<file path="config.mk">
export PLATFORM = sky130hd
export DESIGN_NAME = uart_rx
export DESIGN_NICKNAME = d
export VERILOG_FILES = /design/src/rtl/uart_pkg.sv /design/src/rtl/uart_sync.sv /design/src/rtl/uart_rx.sv
export SDC_FILE = /design/constraint.sdc
export NUM_CORES = 1
export LEC_CHECK = 0
export BUFFER_PORTS_ARGS = -buffer_cell sky130_fd_sc_hd__buf_2
export CORE_MARGIN = 2
export CORE_UTILIZATION = 30
export DETAILED_ROUTE_END_ITERATION = 7
export PLACE_DENSITY_LB_ADDON = 0.05
export SYNTH_ARGS = -nofsm -noshare
export SYNTH_HDL_FRONTEND = slang
export SYNTH_SLANG_ARGS = --single-unit
</file>
<file path="constraint.sdc">
create_clock -name i_clk -period 1.6 [get_ports i_clk]
set_input_delay 0.32 -clock i_clk [delete_from_list [all_inputs] [get_ports i_clk]]
set_output_delay 0.32 -clock i_clk [all_outputs]
set_load 0.005 [all_outputs]
</file>
<file path="src/rtl/uart_pkg.sv">
// Shared types, constants and helpers for the UART receive path.
package uart_pkg;

  localparam int unsigned DATA_BITS = 8;

  typedef enum logic [2:0] {
    IDLE,
    START,
    DATA,
    PARITY,
    STOP,
    BREAK
  } rx_state_t;

  // Expected parity bit for a data byte: even parity unless odd is set.
  function automatic logic calc_parity(input logic [DATA_BITS-1:0] data, input logic odd);
    return (^data) ^ odd;
  endfunction

endpackage

</file>
<file path="src/rtl/uart_sync.sv">
// Generic N-stage synchroniser for an asynchronous single-bit input; resets to 1 (idle line).
module uart_sync #(
  parameter int unsigned STAGES = 2
) (
  input  logic clk,
  input  logic rst,
  input  logic d,
  output logic q
);

  logic [STAGES-1:0] ff;

  always_ff @(posedge clk) begin
    if (rst) ff <= '1;
    else     ff <= {ff[STAGES-2:0], d};
  end

  assign q = ff[STAGES-1];

endmodule

</file>
<file path="src/rtl/uart_rx.sv">
// 8N1 UART receiver with mid-bit sampling, start-glitch rejection and framing-error reporting.
// Optional parity checking is enabled by defining UART_RX_PARITY_EN.
module uart_rx
  import uart_pkg::*;
#(
  parameter int unsigned CLKS_PER_BIT = 868,
  parameter int unsigned SYNC_STAGES  = 2
`ifdef UART_RX_PARITY_EN
  ,
  parameter bit PARITY_ODD = 1'b0
`endif
) (
  input  logic                 i_clk,
  input  logic                 i_rst,
  input  logic                 i_RX,
  output logic [DATA_BITS-1:0] o_data,
  output logic                 o_valid,
  output logic                 o_frame_err,
  output logic                 o_busy
`ifdef UART_RX_PARITY_EN
  ,
  output logic                 o_parity_err
`endif
);

  localparam int unsigned CNT_W = $clog2(CLKS_PER_BIT);
  localparam int unsigned IDX_W = 3;
  localparam logic [CNT_W-1:0] CNT_HALF = CNT_W'(CLKS_PER_BIT / 2 - 1);
  localparam logic [CNT_W-1:0] CNT_FULL = CNT_W'(CLKS_PER_BIT - 1);
  localparam logic [IDX_W-1:0] IDX_LAST = IDX_W'(DATA_BITS - 1);

  rx_state_t            state_q, state_d;
  logic [CNT_W-1:0]     cnt_q, cnt_d;
  logic [IDX_W-1:0]     idx_q, idx_d;
  logic [DATA_BITS-1:0] shift_q, shift_d;
  logic [DATA_BITS-1:0] data_d;
  logic                 valid_d, ferr_d, busy_d;
  logic                 rx_s;
  logic                 tick_half, tick_full;
`ifdef UART_RX_PARITY_EN
  logic                 par_q, par_d, perr_d;
`endif

  uart_sync #(.STAGES(SYNC_STAGES)) u_sync (
    .clk (i_clk),
    .rst (i_rst),
    .d   (i_RX),
    .q   (rx_s)
  );

  assign tick_half = (cnt_q == CNT_HALF);
  assign tick_full = (cnt_q == CNT_FULL);

  // State and datapath registers.
  always_ff @(posedge i_clk) begin
    if (i_rst) begin
      state_q     <= IDLE;
      cnt_q       <= '0;
      idx_q       <= '0;
      shift_q     <= '0;
      o_data      <= '0;
      o_valid     <= 1'b0;
      o_frame_err <= 1'b0;
      o_busy      <= 1'b0;
`ifdef UART_RX_PARITY_EN
      par_q        <= 1'b0;
      o_parity_err <= 1'b0;
`endif
    end else begin
      state_q     <= state_d;
      cnt_q       <= cnt_d;
      idx_q       <= idx_d;
      shift_q     <= shift_d;
      o_data      <= data_d;
      o_valid     <= valid_d;
      o_frame_err <= ferr_d;
      o_busy      <= busy_d;
`ifdef UART_RX_PARITY_EN
      par_q        <= par_d;
      o_parity_err <= perr_d;
`endif
    end
  end

  // Next-state logic.
  always_comb begin
    state_d = state_q;
    unique case (state_q)
      IDLE:  if (!rx_s) state_d = START;
      START: if (tick_half) state_d = rx_s ? IDLE : DATA;
      DATA: begin
        if (tick_full && idx_q == IDX_LAST) begin
`ifdef UART_RX_PARITY_EN
          state_d = PARITY;
`else
          state_d = STOP;
`endif
        end
      end
`ifdef UART_RX_PARITY_EN
      PARITY: if (tick_full) state_d = STOP;
`endif
      // Leaving at mid stop bit gives half a bit of margin for a back-to-back start edge.
      STOP:  if (tick_full) state_d = rx_s ? IDLE : BREAK;
      BREAK: if (rx_s) state_d = IDLE;
      default: state_d = IDLE;
    endcase
  end

  // Counters, shift register and next values of the registered outputs.
  always_comb begin
    cnt_d   = cnt_q + CNT_W'(1);
    idx_d   = idx_q;
    shift_d = shift_q;
    data_d  = o_data;
    valid_d = 1'b0;
    ferr_d  = 1'b0;
    busy_d  = (state_d != IDLE);
`ifdef UART_RX_PARITY_EN
    par_d  = par_q;
    perr_d = 1'b0;
`endif
    unique case (state_q)
      IDLE: cnt_d = '0;
      START: begin
        if (tick_half) begin
          cnt_d = '0;
          idx_d = '0;
        end
      end
      DATA: begin
        if (tick_full) begin
          cnt_d          = '0;
          shift_d[idx_q] = rx_s;
          idx_d          = idx_q + IDX_W'(1);
        end
      end
`ifdef UART_RX_PARITY_EN
      PARITY: begin
        if (tick_full) begin
          cnt_d = '0;
          par_d = rx_s;
        end
      end
`endif
      STOP: begin
        if (tick_full) begin
          cnt_d = '0;
          if (!rx_s) begin
            ferr_d = 1'b1;
`ifdef UART_RX_PARITY_EN
          end else if (par_q != calc_parity(shift_q, PARITY_ODD)) begin
            perr_d = 1'b1;
`endif
          end else begin
            data_d  = shift_q;
            valid_d = 1'b1;
          end
        end
      end
      BREAK:   cnt_d = '0;
      default: cnt_d = '0;
    endcase
  end

endmodule

</file>
==> results_dict.tcl, run 1 <==
set metrics [dict create \
    cp.arrival_ns 1.84 \
    overflow 0 \
    vias_per_cell 5.02 \
    cp_num_buf_inv 0 \
    cts_made_buffers 5 \
    cts_tree "done" \
    async_flop_share 0 \
    die_w_um 79.7 \
    postSynthCellCount 192 \
    dp.cells 289 \
    maxCapViolations 0 \
    fin_crit_sh 1.04 \
    finalCriticalPeriod_ns 1.67 \
    max_stage_delay_ns 0.46 \
    cts_max_level 2 \
    first_global_vias 1536 \
    hold_viol 0 \
    finalNetCount 235 \
    hold_path_class "primary input to register" \
    antenna_found_initial 0 \
    violations "setup timing" \
    numPortBuffers 13 \
    yosysSeqAreaShare 0.431 \
    hpwl_um 2920 \
    die_h_um 79.7 \
    status "finished, violations left" \
    synth_top_cell_area_share 0.431 \
    synth_cell_type_count 41 \
    firstDrtPassIters 4 \
    grt_usage 0.143 \
    crit_slowest_cell "or4_4" \
    powerDensity_mw_per_mm2 808 \
    synthTopCellsByArea "dfxtp_1 43%, mux2i_1 5.2%, nor2_1 5.2%" \
    maxSlewViolCount 0 \
    n_antenna_cell 0 \
    synth_edf_count 0 \
    drc 0 \
    ys_seq_elements 37 \
    synthFlopType "dfxtp_1" \
    row_count 27 \
    cts.sinks 37 \
    yosysWarnings 0 \
    ant_nets 0 \
    slew_headroom 0.625 \
    cp_data_required_time_ns 1.77 \
    critPathKind "register to register" \
    wl_per_cell_um 14.1 \
    yosys.area.top_type "dfxtp_1" \
    area_growth_pct 31.5 \
    wirelength_um 4250 \
    die-area_mm2 0.00635 \
    fin_ws_ns -0.0678 \
    grt_pass1_wl_um 7090 \
    syn_nets 199 \
    ir_worst_vdd_mv 0.322 \
    fp.coreArea_mm2 0.00551 \
    endpoint_kind "register" \
    drt-initial-drc-count 74 \
    grt_max_degree 25 \
    setup_viol 21 \
    rsz0062_at_grt "yes" \
    initial_core_util 0.312 \
    drive_gt1_frac 0.332 \
    crit_path_max_fanout 5 \
    power.leakage_nw 0.898 \
    worst_pin_slew_ns 0.558 \
    insertion_delay_ns 0.29 \
    fin_cells 301 \
    fin_total_pwr_mw 1.83 \
    crit_chain "or3b_4 -> or4_4 -> a22oi_2 -> nor2_1" \
    max-clock-path-buffers 2 \
    route.vias.total 1512 \
    path_clk_slew_ns 0.08 \
    synthesis.area_mm2 0.00172 \
    path_delay_family "simple AND/OR/NAND/NOR gates" \
    ioPinCount 14 \
    clock_skew_ns 0.00577 \
    place_congestion 0.770 \
    pre_cts_slack_ns -0.141 \
    syn_avg_cell_area_um2 8.95 \
    cp-start-kind "register" \
    cts_root_buf "clkbuf_8" \
    timing.fmax_mhz 600 \
]
cell usage after synthesis (2+ instances only):
cell / n
dfxtp_1: 37
clkbuf_1: 12
o31ai_1: 2
nand2b_1: 5
mux2i_1: 9
nor2_1: 24
o211ai_1: 4
nand4_1: 12
buf_1: 2
xor2_1: 3
and2_1: 2
a21oi_1: 13
o21ai_0: 6
nand3_1: 6
buf_2: 2
and3_1: 2
nor2b_1: 2
or2_2: 2
nor4b_1: 2
xnor2_1: 6
nand4b_1: 5
nand2_1: 4
inv_1: 4
nor3_1: 5
nor3b_1: 2
ha_1: 4
worst register-to-register path, cell delays in order (launching register included):
cell and delay, ns:
dfxtp_2 0.32, or3b_4 0.40, or4_4 0.46, a22oi_2 0.31
nor2_1 0.07
layout make-up:
type                    instances  area [um2]
fillers                       550        3250
multi-input cells             136         972
flip-flops and latches         37         748
repair buffers                 44         313
well taps                      72        90.1
clock buffers                   6        82.6
clock inverters                 2        37.5
inverters                       4        15.0
what timing repair did:
item	CTS	global route
hold buffers	0	0
resized for setup	9	18
cloned	1	1
setup buffers	0	2
endpoints found under the setup margin	32	34
pin swaps	2	4
cell usage in the layout, fill, tap and decap left out, types with 4 or more instances in the layout:
cell type / count
a21oi_1: 11
buf_2: 13
buf_4: 27
buf_6: 4
clkbuf_8: 6
dfxtp_1: 33
inv_1: 4
mux2i_1: 8
nand2_1: 4
nand2b_1: 5
nand3_1: 4
nand4_1: 12
nand4b_1: 5
nor2_1: 23
nor3_1: 4
o211ai_1: 4
xnor2_1: 6
logic make-up after synthesis:
group,count (synthesis),synth area share
simple gates,83,0.283
flops,37,0.431
compound gates,30,0.114
buf+inv,20,0.0452
xor+xnor,9,0.0459
mux,9,0.0524
fa+ha+maj,4,0.0291
state kept, by name (all words and copies together) (netlist names):
register	cells
state_q	3
o_busy	1
o_data	8
shift_q	8
u_sync.ff	2
idx_q	3
o_frame_err	1
cnt_q	10
o_valid	1
worst paths after layout:
kind / from / to / slack [ns] / cells past startpoint
max: cnt_q[3] / cnt_q[1] / -0.07 / 4
min: i_RX / u_sync.ff[0] / 0.21 / 2
max reg2reg: cnt_q[3] / cnt_q[1] / -0.07 / 4
min reg2reg: u_sync.ff[0] / u_sync.ff[1] / 0.41 / 1
stage by stage:
stage	setup TNS [ns]	hold slack (ns)	util	instance area, um2
global placement	-0.756	0.393	0.369	2030
global route	-2.12	0.215	0.410	2260
finish	-0.639	0.214	0.410	2260
floorplan	-0.215	0.389	-	1730
detailed placement	-1.91	0.399	0.369	2030
CTS	-0.769	0.206	0.397	2190
where the power goes:
group	internal, mW	total (mW)	switching, mW
clock network	0.507	0.851	0.344
registers	0.925	0.930	0.00537
logic	0.0175	0.0449	0.0274
total	1.45	1.83	0.377
routing by layer:
metal,vias up,track usage,share of wire
met3,4,0.0339,0.023
li1,760,-,-
met5,-,0,0
met1,729,0.167,0.45
met4,0,0.0500,0.011
met2,19,0.254,0.51
(Power assumes the default switching activity.)
==> inputs of run 2 (changes only) <==
Settings changed: ABC_AREA set to 1.
==> run 2 against run 1 <==
Against the previous run: design area down 14%; the flow now finishes without violations; total power about the same; critical path type unchanged; clock skew up 0.0042 ns; synthesized area down 5.4%; maximum frequency up 15%; critical endpoint is now shift_q[7].
==> results_dict.tcl, run 2 <==
set metrics [dict create \
    status "finished clean" \
    initial_core_util 0.314 \
    cp.arrival_ns 1.64 \
    synth_cell_type_count 24 \
    hold_viol 0 \
    cts_max_level 2 \
    reg_top3 "cnt_q: 10 flops, o_data: 8 flops, shift_q: 8 flops" \
    synth_commonest_cells "44 x nor2_1, 37 x dfxtp_1, 33 x nand2_1" \
    clock_skew_ns 0.0100 \
    timing.fmax_mhz 688 \
    synth_xor_xnor_area_share 0.0323 \
    n_antenna_cell 0 \
    yosysSeqAreaShare 0.456 \
    drc 0 \
    internal-power_mw 1.45 \
    cts_root_buf "clkbuf_8" \
    max-clock-path-buffers 2 \
    min-delay-start "i_RX" \
    synthesis.area_mm2 0.00163 \
    antenna_found_initial 0 \
    synthAdderAreaFrac 0.0308 \
    slew_headroom 0.771 \
    finalCriticalPeriod_ns 1.45 \
    power.leakage_nw 0.837 \
    maxSlewViolCount 0 \
    synth-compound-area-share 0.0631 \
    pre_cts_slack_ns 0.0695 \
    rsz0062_at_grt "no" \
    fin_total_pwr_mw 1.82 \
    r2r_slack_ns 0.15 \
    synthMuxAreaShare 0 \
    reg2reg_from "cnt_q[1]" \
    pwr-share-comb 0.025 \
    critPathKind "register to register" \
    sequentialPowerShare 0.509 \
    ir_worst_vdd_mv 0.396 \
    fin_crit_sh 0.909 \
    hpwl_um 2610 \
    postSynthCellCount 214 \
    grt_max_degree 17 \
    first_global_vias 1315 \
    final_common_cell "nor2_1" \
    synth_top_cell_area_share 0.456 \
    syn_avg_cell_area_um2 7.59 \
    endpoint_kind "register" \
    ioPinCount 14 \
    finalNetCount 244 \
    fin_cells 308 \
    synthMostInstantiatedCell "nor2_1" \
    firstDrtPassIters 4 \
    max_stage_delay_ns 0.34 \
    fillers 568 \
    drt-initial-drc-count 51 \
    pwr-share-clk 0.466 \
    setup_viol 0 \
    wirelength_um 3630 \
    powerDensity_mw_per_mm2 939 \
    place_area_mm2 0.00180 \
    async_flop_share 0 \
    yosys.area.top_type "dfxtp_1" \
    r2r_cells 8 \
    die_h_um 77.6 \
    fp.coreArea_mm2 0.00517 \
    route.vias.total 1365 \
    place_congestion 0.741 \
    die-area_mm2 0.00602 \
    path_clk_slew_ns 0.08 \
    fin_ws_ns 0.146 \
    insertion_delay_ns 0.29 \
    synthTopCellsByArea "dfxtp_1 46%, nor2_1 10%, nand2_1 7.6%" \
    yosysWarnings 0 \
    syn_nets 221 \
    area_growth_pct 19.6 \
    synthFlopType "dfxtp_1" \
    switching_power_mw 0.375 \
    vias_per_cell 4.43 \
    hold_path_class "primary input to register" \
    die_w_um 77.6 \
    ant_nets 0 \
    crit_slowest_cell "dfxtp_2" \
    p_sw_frac 0.206 \
    synth_edf_count 0 \
    ys_seq_elements 37 \
    dp.cells 299 \
    drive_gt1_frac 0.193 \
    cp_data_required_time_ns 1.79 \
    overflow 0 \
    worst_pin_slew_ns 0.341 \
    largest_reg_flops 10 \
    crit_chain "ha_2 -> nand2_1 -> nor2_4 -> nand3_4 -> nor2_4 -> nand3_1 -> nand2_1 -> nor2_1" \
    regToRegEndpoint "shift_q[7]" \
    min_path_cells 2 \
    cts_tree "done" \
    numPortBuffers 13 \
    cp-start-kind "register" \
    holdPathEnd "u_sync.ff[0]" \
    layout_common_cells "43 x nor2_1, 35 x dfxtp_1, 33 x nand2_1" \
    synth_top_family_by_area "simple AND/OR/NAND/NOR gates" \
    cts.sinks 37 \
    wl_per_cell_um 11.8 \
    final_area_mm2 0.00194 \
    top_register "cnt_q" \
    maxCapViolations 0 \
    crit_path_max_fanout 8 \
    grt_pass1_wl_um 6330 \
    grt_usage 0.135 \
    row_count 26 \
    synthSimpleGateAreaFrac 0.362 \
    totalNegativeSetupSlack_ns 0 \
    cts_made_buffers 5 \
]
==> run 2: changes by cell type after synthesis, moves of 5 or more <==
cell	delta
clkbuf_1	-10
inv_1	+14
mux2i_1	-9
nand2_1	+29
nand2b_1	-5
nand3_1	+17
nand4_1	-7
nand4b_1	-5
nor2_1	+20
nor2_4	+5
==> run 2: cell type report <==
cell class | instances | area [um2] | share of cell area
multi-input cells | 153 | 803 | 0.413
well taps | 70 | 87.6 | 0.0451
inverters | 21 | 78.8 | 0.0406
clock buffers | 6 | 82.6 | 0.0425
repair buffers | 19 | 110 | 0.0567
clock inverters | 2 | 37.5 | 0.0193
flip-flops and latches | 37 | 743 | 0.382
==> run 2: critical path: cells and delay by family, from the launching register on <==
family	cells	cell delay, ns
flip-flops	1	0.34
adder cells (fa/ha/maj)	1	0.19
AND/OR/NAND/NOR	7	0.82
==> run 2: cells by family after synthesis <==
group,Yosys count
AO/OA/AOI/OAI,20
XOR/XNOR,6
adder cells (fa/ha/maj),4
buffers and inverters,24
flip-flops,37
AND/OR/NAND/NOR,123
==> run 2: per-layer routing <==
| metal | routed length [um] | GRT usage | vias to the layer above |
|---|---|---|---|
| met1 | 1680 | 0.165 | 614 |
| met4 | 46 | 0.0536 | 0 |
| met5 | 0 | 0 | - |
| met2 | 1810 | 0.226 | 13 |
| met3 | 95 | 0.0349 | 5 |
| li1 | - | - | 733 |
==> run 2: repair_timing <==
action | in CTS | in global routing
setup buffers | 0 | 1
hold buffers | 0 | 0
setup endpoints to repair | 0 | 27
gates resized for setup | 0 | 5
==> run 2: power groups by stage <==
stage                     Clock [mW]  Combinational (mW)  Sequential (mW)
final                          0.849              0.0457            0.929
after global routing           0.923              0.0514            0.930
after CTS                      0.877              0.0457            0.929
after detailed placement           0              0.0453            0.951
after global placement             0              0.0453            0.951
after floorplan                    0              0.0261            0.951
==> run 2: worst max-delay path by stage <==
stage | slack [ns] | to | startpoint
after floorplan | 0.18 | o_data[0] | cnt_q[0]
after global placement | 0.09 | idx_q[1] | cnt_q[0]
after detailed placement | 0.07 | o_data[6] | cnt_q[1]
after CTS | 0.06 | o_data[6] | cnt_q[1]
after global routing | 0.008 | shift_q[3] | cnt_q[1]
final | 0.15 | shift_q[7] | cnt_q[1]
==> run 2: through the flow <==
step / hold slack [ns] / util
final: 0.225 / 0.376
after CTS: 0.213 / 0.372
after detailed placement: 0.402 / 0.349
after global placement: 0.399 / 0.349
after global routing: 0.221 / 0.376
after floorplan: 0.389 / -
==> inputs of run 3 (changes only) <==
Settings changed: PLACE_DENSITY_LB_ADDON 0.05 to not set, TNS_END_PERCENT set to 30.
==> run 3 against run 2 <==
Against the previous run: global-route usage decreased by 1.5 points; routed wire length decreased by 11%; largest power group unchanged; critical endpoint is now cnt_q[7]; worst hold slack got worse by 0.0035 ns; highest routed layer unchanged; critical path depth increased by 1.
==> results_dict.tcl, run 3 (synthesized netlist as in run 2, its figures left out) <==
set metrics [dict create \
    status "finished clean" \
    hold_viol 0 \
    place_congestion 0.802 \
    min-delay-start "i_RX" \
    area_growth_pct 17.1 \
    p_sw_frac 0.211 \
    row_count 26 \
    reg_top3 "cnt_q: 10 flops, o_data: 8 flops, shift_q: 8 flops" \
    ctsHoldBuffers 0 \
    r2r_cells 9 \
    cts_tree "done" \
    pwr-share-comb 0.026 \
    hold_path_class "primary input to register" \
    cp_data_required_time_ns 1.76 \
    n_antenna_cell 0 \
    pwr-share-clk 0.375 \
    powerDensity_mw_per_mm2 817 \
    endpoint_kind "register" \
    min_path_cells 2 \
    wl_per_cell_um 10.5 \
    cts.sinks 37 \
    die-area_mm2 0.00602 \
    wirelength_um 3230 \
    finalNetCount 245 \
    ir_worst_vdd_mv 0.484 \
    critPathKind "register to register" \
    drt-initial-drc-count 58 \
    insertion_delay_ns 0.28 \
    maxCapViolations 0 \
    antenna_found_initial 0 \
    slew_headroom 0.749 \
    ant_nets 0 \
    layout_common_cells "43 x nor2_1, 36 x dfxtp_1, 33 x nand2_1" \
    fin_util 0.368 \
    route.vias.total 1340 \
    finalCriticalPeriod_ns 1.48 \
    die_w_um 77.6 \
    multi_input_area_um2 803 \
    hold_slack_ns 0.221 \
    hpwl_um 2340 \
    die_h_um 77.6 \
    crit_start "cnt_q[0]" \
    final_common_cell "nor2_1" \
    pre_cts_slack_ns 0.0689 \
    firstDrtPassIters 4 \
    setup_viol 0 \
    largest_reg_flops 10 \
    crit_path_max_fanout 10 \
    numPortBuffers 13 \
    top_register "cnt_q" \
    fp.coreArea_mm2 0.00517 \
    path_clk_slew_ns 0.06 \
    overflow 0 \
    timing.fmax_mhz 678 \
    drive_gt1_frac 0.190 \
    cts_made_buffers 5 \
    worst_pin_slew_ns 0.374 \
    drc 0 \
    grt_usage 0.120 \
    cp-start-kind "register" \
    reg2reg_from "cnt_q[0]" \
    vias_per_cell 4.36 \
    fin_ws_ns 0.125 \
    cp.arrival_ns 1.64 \
    clock_skew_ns 0.00410 \
    fin_crit_sh 0.922 \
    fillers 537 \
    maxSlewViolCount 0 \
    switching_power_mw 0.328 \
    register_area_um2 742 \
    first_global_vias 1255 \
    grt_max_degree 20 \
    max-clock-path-buffers 2 \
    ioPinCount 14 \
    sequentialPowerShare 0.598 \
    power.leakage_nw 0.817 \
    cts_root_buf "clkbuf_8" \
    initial_core_util 0.314 \
    internal-power_mw 1.23 \
    cts_max_level 2 \
    grt_pass1_wl_um 5640 \
]
-- run 3: cell types whose count changed in the layout (fill, tap and decap cells not counted), sizes merged --
| cell | delta |
|---|---|
| clkbuf | -1 |
| bufinv | -1 |
| buf | +1 |
| clkinv | +1 |
| clkinvlp | -1 |
-- run 3: worst paths after layout --
kind             endpoint  slack [ns]
max              cnt_q[7]        0.12
min          u_sync.ff[0]        0.22
max reg2reg      cnt_q[7]        0.12
min reg2reg  u_sync.ff[1]        0.42
-- run 3: power groups by stage --
| stage | Sequential, mW | Clock [mW] | Combinational [mW] |
|---|---|---|---|
| final | 0.930 | 0.584 | 0.0411 |
| after global routing | 0.930 | 0.645 | 0.0473 |
| after CTS | 0.930 | 0.608 | 0.0409 |
| after detailed placement | 0.951 | 0 | 0.0409 |
| after global placement | 0.951 | 0 | 0.0410 |
| after floorplan | 0.951 | 0 | 0.0261 |
-- run 3: timing repair --
item,in CTS,in global routing
hold endpoints to repair,0,0
endpoints found under the setup margin,0,30
setup buffers,0,3
resized for setup,0,4
-- run 3: per-layer routing --
layer,routed length (um),vias to the layer above,part of all wire,global-route usage
li1,-,736,-,-
met1,1740,577,0.54,0.158
met2,1320,22,0.41,0.177
met3,102,5,0.032,0.0360
met4,74,0,0.023,0.0589
met5,0,-,0,0
-- run 3: final cells by class --
| cell class | count | share of cell area |
|---|---|---|
| Inverter | 21 | 0.0414 |
| Tap cell | 70 | 0.0460 |
| Clock inverter | 1 | 0.00263 |
| Timing Repair Buffer | 20 | 0.0618 |
| Multi-Input combinational cell | 153 | 0.422 |
| Sequential cell | 37 | 0.390 |
| Clock buffer | 5 | 0.0362 |
-- run 3: worst max-delay path, cell delays in order (launching register included) --
cell	delay (ns)
dfxtp_1	0.35
buf_4	0.13
ha_1	0.16
nand3_1	0.09
nor2_2	0.16
nand2_1	0.07
nand2_1	0.08
nand2_1	0.07
nand2_2	0.18
nor3_1	0.07
-- run 3: metrics by stage --
stage,cell area (um2),TNS (ns),instances,power [mW]
final,1900,0,307,1.56
after global routing,1900,-0.00196,307,1.62
after CTS,1870,0,304,1.58
after detailed placement,1800,0,298,0.992
after global placement,1800,0,298,0.992
after floorplan,1630,0,214,0.977
